`src/rtl/div_pkg.sv`:
```
// ---------------------------------------------------------------------------
// div_pkg
// Shared definitions for the sequential restoring divider:
//   state_t    - FSM state encoding (IDLE / RUN / DONE)
//   cnt_width  - width of an iteration counter that must hold the value n
// ---------------------------------------------------------------------------
package div_pkg;

    typedef enum logic [1:0] {
        ST_IDLE = 2'd0,
        ST_RUN  = 2'd1,
        ST_DONE = 2'd2
    } state_t;

    // Bits needed to represent 0..n inclusive.
    function automatic int cnt_width(input int n);
        return $clog2(n + 1);
    endfunction

endpackage

```
`src/rtl/restore_step.sv`:
```
// ---------------------------------------------------------------------------
// restore_step
// One combinational iteration of unsigned restoring division.
// Ports:
//   rem_w     in  DIVISOR_W+1  partial remainder before this step
//   msb_in    in  1            dividend bit shifted into the remainder
//   divisor   in  DIVISOR_W    divisor
//   rem_next  out DIVISOR_W+1  partial remainder after this step
//   q_bit     out 1            quotient bit produced by this step
// ---------------------------------------------------------------------------
module restore_step #(
    parameter int DIVISOR_W = 3
) (
    input  logic [DIVISOR_W:0]   rem_w,
    input  logic                 msb_in,
    input  logic [DIVISOR_W-1:0] divisor,
    output logic [DIVISOR_W:0]   rem_next,
    output logic                 q_bit
);

    localparam int RW = DIVISOR_W + 1;

    // One extra bit so the shifted value cannot overflow before the trial.
    logic [DIVISOR_W+1:0] shifted;
    logic [DIVISOR_W+1:0] div_ext;

    always_comb begin
        shifted  = {rem_w, msb_in};
        div_ext  = {2'b00, divisor};
        q_bit    = 1'b0;
        rem_next = RW'(shifted);
        if (shifted >= div_ext) begin
            q_bit    = 1'b1;
            rem_next = RW'(shifted - div_ext);
        end
    end

endmodule

```
`src/rtl/seq_restoring_divider.sv`:
```
// ---------------------------------------------------------------------------
// seq_restoring_divider
// Multi-cycle unsigned restoring divider, one quotient bit per clock, behind
// a start/ready/done handshake. Results satisfy q*d + r == dividend.
// Ports:
//   clk          in   1           clock, rising edge
//   rst          in   1           asynchronous active-high reset
//   start        in   1           request, accepted only while ready==1
//   dividend     in   DIVIDEND_W  sampled on the accepting edge
//   divisor      in   DIVISOR_W   sampled on the accepting edge
//   ready        out  1           high in IDLE
//   done         out  1           one-cycle pulse (state DONE)
//   quotient     out  DIVIDEND_W  last result, held until next DONE
//   remainder    out  DIVISOR_W   last result, held until next DONE
//   div_by_zero  out  1           last result was a divide by zero
// ---------------------------------------------------------------------------
module seq_restoring_divider
    import div_pkg::*;
#(
    parameter int DIVIDEND_W = 6,
    parameter int DIVISOR_W  = 3
) (
    input  logic                  clk,
    input  logic                  rst,
    input  logic                  start,
    input  logic [DIVIDEND_W-1:0] dividend,
    input  logic [DIVISOR_W-1:0]  divisor,
    output logic                  ready,
    output logic                  done,
    output logic [DIVIDEND_W-1:0] quotient,
    output logic [DIVISOR_W-1:0]  remainder,
    output logic                  div_by_zero
);

    localparam int CNT_W = cnt_width(DIVIDEND_W);

    state_t                state;
    logic [DIVISOR_W:0]    rem_w;
    logic [DIVIDEND_W-1:0] quo_w;
    logic [DIVISOR_W-1:0]  div_w;
    logic [CNT_W-1:0]      cnt;

    logic [DIVISOR_W:0]    rem_next;
    logic                  q_bit;

    restore_step #(
        .DIVISOR_W (DIVISOR_W)
    ) u_step (
        .rem_w    (rem_w),
        .msb_in   (quo_w[DIVIDEND_W-1]),
        .divisor  (div_w),
        .rem_next (rem_next),
        .q_bit    (q_bit)
    );

    always_ff @(posedge clk or posedge rst) begin
        if (rst) begin
            state       <= ST_IDLE;
            ready       <= 1'b1;
            done        <= 1'b0;
            quotient    <= '0;
            remainder   <= '0;
            div_by_zero <= 1'b0;
            rem_w       <= '0;
            quo_w       <= '0;
            div_w       <= '0;
            cnt         <= '0;
        end else begin
            case (state)
                ST_IDLE: begin
                    if (start) begin
                        rem_w <= '0;
                        quo_w <= dividend;
                        div_w <= divisor;
                        cnt   <= CNT_W'(DIVIDEND_W);
                        ready <= 1'b0;
                        if (divisor == '0) begin
                            // Zero divisor resolves immediately without iterating.
                            quotient    <= '1;
                            remainder   <= dividend[DIVISOR_W-1:0];
                            div_by_zero <= 1'b1;
                            done        <= 1'b1;
                            state       <= ST_DONE;
                        end else begin
                            state <= ST_RUN;
                        end
                    end
                end
                ST_RUN: begin
                    // Dividend bits shift out of quo_w's MSB while quotient bits fill its LSB.
                    rem_w <= rem_next;
                    quo_w <= {quo_w[DIVIDEND_W-2:0], q_bit};
                    cnt   <= cnt - 1'b1;
                    if (cnt == CNT_W'(1)) begin
                        quotient    <= {quo_w[DIVIDEND_W-2:0], q_bit};
                        remainder   <= rem_next[DIVISOR_W-1:0];
                        div_by_zero <= 1'b0;
                        done        <= 1'b1;
                        state       <= ST_DONE;
                    end
                end
                ST_DONE: begin
                    done  <= 1'b0;
                    ready <= 1'b1;
                    state <= ST_IDLE;
                end
                default: begin
                    done  <= 1'b0;
                    ready <= 1'b1;
                    state <= ST_IDLE;
                end
            endcase
        end
    end

endmodule

```
`config.mk`:
```
export PLATFORM = sky130hd
export DESIGN_NAME = seq_restoring_divider
export DESIGN_NICKNAME = d
export VERILOG_FILES = /design/src/rtl/div_pkg.sv /design/src/rtl/restore_step.sv /design/src/rtl/seq_restoring_divider.sv
export SDC_FILE = /design/constraint.sdc
export NUM_CORES = 1
export LEC_CHECK = 0
export CAP_MARGIN = 0
export CORE_UTILIZATION = 52
export DETAILED_ROUTE_END_ITERATION = 12
export GPL_TIMING_DRIVEN = 0
export PLACE_DENSITY = 0.78
export SYNTH_ARGS = -nofsm -noshare
export SYNTH_HDL_FRONTEND = slang
export SYNTH_SLANG_ARGS = --single-unit
```
`constraint.sdc`:
```
create_clock -name clk -period 2 [get_ports clk]
set_clock_uncertainty 0.1 [all_clocks]
set_input_delay 0.4 -clock clk [delete_from_list [all_inputs] [get_ports clk]]
set_output_delay 0.4 -clock clk [all_outputs]
set_load 0.005 [all_outputs]
```
==> results of run 1 <==
critical path: cells and delay by family, from the launching register on:
kind	cells	cell delay (ns)
AOI/OAI and AO/OA	2	0.50
DFF	1	0.42
and+or+nand+nor	2	0.41
adders and majority gates	1	0.37
synthesized netlist by cell type, types with 2 or more instances:
cell / count / share of area [%]
a21oi_1: 6 / 2.1
a41oi_1: 3 / 1.8
buf_2: 2 / 0.70
buf_6: 2 / 1.6
dfrtp_1: 29 / 51
ha_1: 5 / 4.4
inv_1: 8 / 2.1
mux2i_1: 6 / 4.2
nand2_1: 18 / 4.7
nand2b_1: 2 / 0.87
nand3_1: 3 / 1.0
nand4_1: 3 / 1.3
nor2_1: 8 / 2.1
nor2b_1: 4 / 1.7
o21a_1: 2 / 1.0
o21ai_0: 16 / 5.6
o22a_1: 5 / 3.0
sequential cells by signal, summed over array words and instances, names as in the netlist:
name	cells
cnt	3
div_by_zero	1
div_w	3
done	1
quo_w	6
quotient	6
ready	1
rem_w	4
remainder	3
state	2
power breakdown:
| part | switching (mW) | total [mW] | internal, mW |
|---|---|---|---|
| logic | 0.763 | 1.49 | 0.723 |
| clock network | 0.213 | 0.383 | 0.170 |
| registers | 0.205 | 1.10 | 0.897 |
how the worst min path moves through the flow:
stage                              to  slack, ns
final                           ready       0.41
after CTS                 div_by_zero       0.41
after detailed placement  div_by_zero       0.38
after global placement           done       0.38
after global routing      div_by_zero       0.42
after floorplan              rem_w[3]       0.35
stage by stage:
step,hold slack (ns),worst slack [ns],instances,power (mW),setup TNS (ns)
5_1_grt,0.421,0.0412,199,3.20,0
4_1_cts,0.409,0.0961,199,2.94,0
3_5_place_dp,0.383,-0.119,191,2.55,-0.547
6_report,0.408,0.114,199,2.97,0
2_1_floorplan,0.350,0.335,138,2.05,0
3_3_place_gp,0.376,-0.0970,191,2.50,-0.453
metal layers:
metal / GRT usage, % / up-vias / wire length, um
met5: 0 / - / 0
met4: 11.1 / 0 / 43
met3: 8.33 / 6 / 186
met2: 36.4 / 46 / 1380
met1: 29.2 / 538 / 1350
li1: - / 549 / -
layout make-up:
class	instances	area [um^2]
repair buffers	23	230
fillers	196	774
flip-flops and latches	30	752
clock inverters	1	5.00
well taps	30	37.5
plain buffers	5	36.3
clock buffers	7	55.1
inverters	8	30.0
multi-input cells	95	624
cells by family after synthesis:
| family | after synthesis | share of synthesized area [%] |
|---|---|---|
| compound gates | 37 | 16.3 |
| xor+xnor | 1 | 0.610 |
| fa+ha+maj | 6 | 5.75 |
| buf+inv | 13 | 4.62 |
| flops | 30 | 52.4 |
| mux | 7 | 4.97 |
| simple gates | 44 | 15.4 |
==> results.json, run 1 <==
{
  "ys_ff_latch": 30,
  "gp_congestion": 0.829,
  "grt_pass1_vias": 1099,
  "fin_crit_ns": 1.89,
  "drc_errors": 0,
  "hold_class": "register to register",
  "clkSinkCount": 30,
  "timing.rr.start": "rem_w[1]",
  "synth.avg_cell_area_um2": 10.4,
  "async_reset_ff_share_pct": 100,
  "die_w_um": 54.6,
  "cts.clk_slew.worst_paths_ns": 0.10,
  "rrSetupSlack_ns": 0.11,
  "final_cell_mix": "29 x dfrtp_1, 23 x clkdlybuf4s50_1, 18 x nand2_1, 14 x o21ai_0",
  "reg2reg_to": "remainder[1]",
  "grt_pass1_wl_mm": 4.73,
  "layout_worst_path_cycle_share_pct": 94.3,
  "fp.dieH_um": 54.6,
  "syn-instance-count": 138,
  "fmax_ghz": 0.530,
  "relSlewSlack_pct": 24.8,
  "clk-insertion-delay-late_ns": 0.33,
  "p_leak_nw": 0.753,
  "hold_viol": 0,
  "die-area_mm2": 0.00298,
  "wl_per_cell_um": 14.9,
  "portBuffers": 23,
  "viasPerCell": 5.72,
  "synthesis.area_mm2": 0.00144,
  "holdCritStartpoint": "ready",
  "crit_path_start_kind": "register",
  "synth_cell_types": 33,
  "finalNetCount": 186,
  "arrival_ns": 2.03,
  "root_buffer": "clkbuf_4",
  "initial_core_util_pct": 56.4,
  "reg2reg_depth": 5,
  "maxSlewViolCount": 0,
  "critical_path_class": "register to register",
  "status": "completed",
  "num_vias": 1139,
  "place_area_mm2": 0.00170,
  "cap_violations": 0,
  "crit_end": "remainder[1]",
  "postCtsResizedCells": 0,
  "postRouteWirelength_mm": 2.96,
  "finalCoreUtilization_pct": 69.6,
  "worstHoldPathCells": 2,
  "synth_ff_type": "dfrtp_1",
  "cpMaxStageDelayCell": "dfrtp_1",
  "n_antenna_cell": 0,
  "p_per_area_mw_per_mm2": 1680,
  "cp.required_ns": 2.15,
  "max_stage_delay_ns": 0.42,
  "firstDrtPassIters": 4,
  "setup-violations-final": 0,
  "stdcell_area_mm2": 0.00177,
  "core_area_mm2": 0.00254,
  "area_delta_synth_final_pct": 23.3,
  "crit_start": "rem_w[1]",
  "rsz0062_at_grt": "false",
  "h-tree-depth": 2,
  "antenna_found_initial": 0,
  "cts_tree": "built",
  "cts_setup_buffers": 0,
  "crit_chain": "ha_1 > a31oi_2 > nor2b_1 > nand4_1 > a41oi_1",
  "ir_drop_uv": 1050,
  "numCtsBuffers": 5,
  "row_count": 18,
  "tightest_slew_ns": 1.13,
  "layout-drive-gt1-share_pct": 9.47,
  "ys_warn_count": 0,
  "cp-end-kind": "register",
  "synth-edff-count": 0,
  "dp_hpwl_mm": 2.10,
  "grt_max_degree": 31,
  "ioPinCount": 24,
  "yosysSeqAreaShare_pct": 52.4,
  "grt_remaining_overflow": 0,
  "cp_max_fo": 4,
  "track_usage_pct": 23.5,
  "final_common_cell": "dfrtp_1",
  "antenna_left": 0,
  "hold_buffers": 0,
  "clockBufferDepth": 2,
  "synth_nets": 156,
  "drtIter0Drc": 28
}
(Power assumes the default switching activity.)
==> run 2, diff against run 1 <==
--- a/config.mk
+++ b/config.mk
@@ -6,6 +6,7 @@
 export NUM_CORES = 1
 export LEC_CHECK = 0
 export CAP_MARGIN = 0
+export CORE_MARGIN = 5
 export CORE_UTILIZATION = 52
 export DETAILED_ROUTE_END_ITERATION = 12
 export GPL_TIMING_DRIVEN = 0
==> run 2 against run 1 <==
Sequential cell count unchanged. Fmax increased by 0.87%. Power grew 4.7%. First-iteration DRC count grew 89%. Setup slack better by 0.016 ns. Final cell count grew 0.50%. Cell area grew 1.1%. Largest cell class unchanged. Via count barely moved. Critical path type unchanged. Largest power group unchanged. Non-clock buffer count did not move. Sequential share of layout area decreased by 0.47 points.
==> results.json, run 2 (same netlist as run 1, synthesis figures left out) <==
{
  "status": "completed",
  "final_cell_mix": "29 x dfrtp_1, 23 x clkdlybuf4s50_1, 18 x nand2_1, 15 x o21ai_0",
  "core_area_mm2": 0.00271,
  "tightest_slew_ns": 1.12,
  "clk-insertion-delay-late_ns": 0.34,
  "clockBufferDepth": 2,
  "setup-violations-final": 0,
  "fin_crit_ns": 1.87,
  "cp_max_fo": 5,
  "postCtsResizedCells": 0,
  "maxSlewViolCount": 0,
  "cts.clk_slew.worst_paths_ns": 0.10,
  "ir_drop_uv": 1370,
  "reg2reg_to": "remainder[2]",
  "dp_cells": 192,
  "cts_setup_buffers": 0,
  "n_antenna_cell": 0,
  "relSlewSlack_pct": 25.0,
  "finalNetCount": 186,
  "antenna_left": 0,
  "antenna_found_initial": 0,
  "clkSinkCount": 30,
  "critical_path_class": "register to register",
  "setup_slack_ns": 0.131,
  "p_per_area_mw_per_mm2": 1740,
  "grt_pass1_wl_mm": 5.78,
  "total_power_mw": 3.11,
  "dp_hpwl_mm": 2.30,
  "rsz0062_at_grt": "false",
  "cp-end-kind": "register",
  "num_vias": 1138,
  "drc_errors": 0,
  "firstDrtPassIters": 4,
  "h-tree-depth": 2,
  "place_area_mm2": 0.00171,
  "cp.required_ns": 2.11,
  "ioPinCount": 24,
  "grt_remaining_overflow": 0,
  "cts_tree": "built",
  "rrSetupSlack_ns": 0.13,
  "viasPerCell": 5.69,
  "hold_class": "register to register",
  "die-area_mm2": 0.00391,
  "initial_core_util_pct": 53.0,
  "row_count": 19,
  "cap_violations": 0,
  "grt_pass1_vias": 1229,
  "portBuffers": 23,
  "holdCritStartpoint": "ready",
  "grt_max_degree": 31,
  "p_leak_nw": 0.756,
  "arrival_ns": 1.98,
  "min_to": "ready",
  "stdcell_area_mm2": 0.00179,
  "place_worst_setup_slack_ns": -0.0935,
  "timing.rr.start": "rem_w[1]",
  "root_buffer": "clkbuf_4",
  "hold_viol": 0,
  "fmax_ghz": 0.535,
  "postRouteWirelength_mm": 3.25,
  "final_common_cell": "dfrtp_1",
  "hold_buffers": 0,
  "track_usage_pct": 18.6,
  "die_w_um": 62.6,
  "fp.dieH_um": 62.6,
  "top_regs": "quo_w (6), quotient (6), rem_w (4)",
  "area_delta_synth_final_pct": 24.7,
  "gp_congestion": 0.879,
  "worstHoldPathCells": 2,
  "crit_path_start_kind": "register",
  "layout-drive-gt1-share_pct": 9.47,
  "fin_cells": 200,
  "reg2reg_depth": 5,
  "drtIter0Drc": 53,
  "wl_per_cell_um": 16.2,
  "numCtsBuffers": 5,
  "layout_worst_path_cycle_share_pct": 93.5
}
## run 2: cell count changes in the layout (fill, tap and decap cells not counted), sizes merged
cell / previous run / this run
bufinv: 0 / 1
clkbuf: 8 / 7
clkinv: 1 / 0
clkinvlp: 0 / 1
## run 2: worst max-delay path by stage
stage | startpoint | endpoint | slack (ns) | depth (start not counted)
floorplan | rem_w[1] | remainder[0] | 0.34 | 5
global placement | divisor[2] | remainder[1] | -0.09 | 6
detailed placement | divisor[0] | remainder[0] | -0.09 | 6
CTS | rem_w[1] | remainder[1] | 0.10 | 5
global route | rem_w[1] | remainder[0] | 0.009 | 5
finish | rem_w[1] | remainder[2] | 0.13 | 5
## run 2: worst max-delay path, stage by stage (launching register included)
cell	delay (ns)
dfrtp_1	0.42
ha_1	0.37
a31oi_2	0.24
nand2b_1	0.17
o211ai_1	0.27
a41oi_1	0.16
## run 2: area by class of cell
type	instances	area (um^2)
inverter	8	30.0
tap	31	38.8
clock buffer	6	41.3
fill	231	920
multi-input combinational	95	624
sequential	30	752
clock inverter	2	37.5
buffer	5	36.3
timing repair buffer	23	230
## run 2: where the power goes
group	internal, mW	switching, mW	total, mW
clock	0.264	0.228	0.491
sequential	0.897	0.211	1.11
combinational	0.720	0.793	1.51
total	1.88	1.23	3.11
## run 2: layer usage
metal	vias to the layer above	track usage, %	wire (um)
met4	0	9.28	60
met2	34	28.4	1530
li1	548	-	-
met1	551	24.2	1510
met5	-	0	0
met3	5	5.22	146
## run 2: stage by stage
stage	utilization (%)	setup TNS [ns]	hold slack, ns
final	66.1	0	0.403
after global routing	66.1	0	0.437
after global placement	62.9	-0.380	0.376
after detailed placement	62.9	-0.466	0.382
after CTS	65.8	0	0.403
after floorplan	-	0	0.350
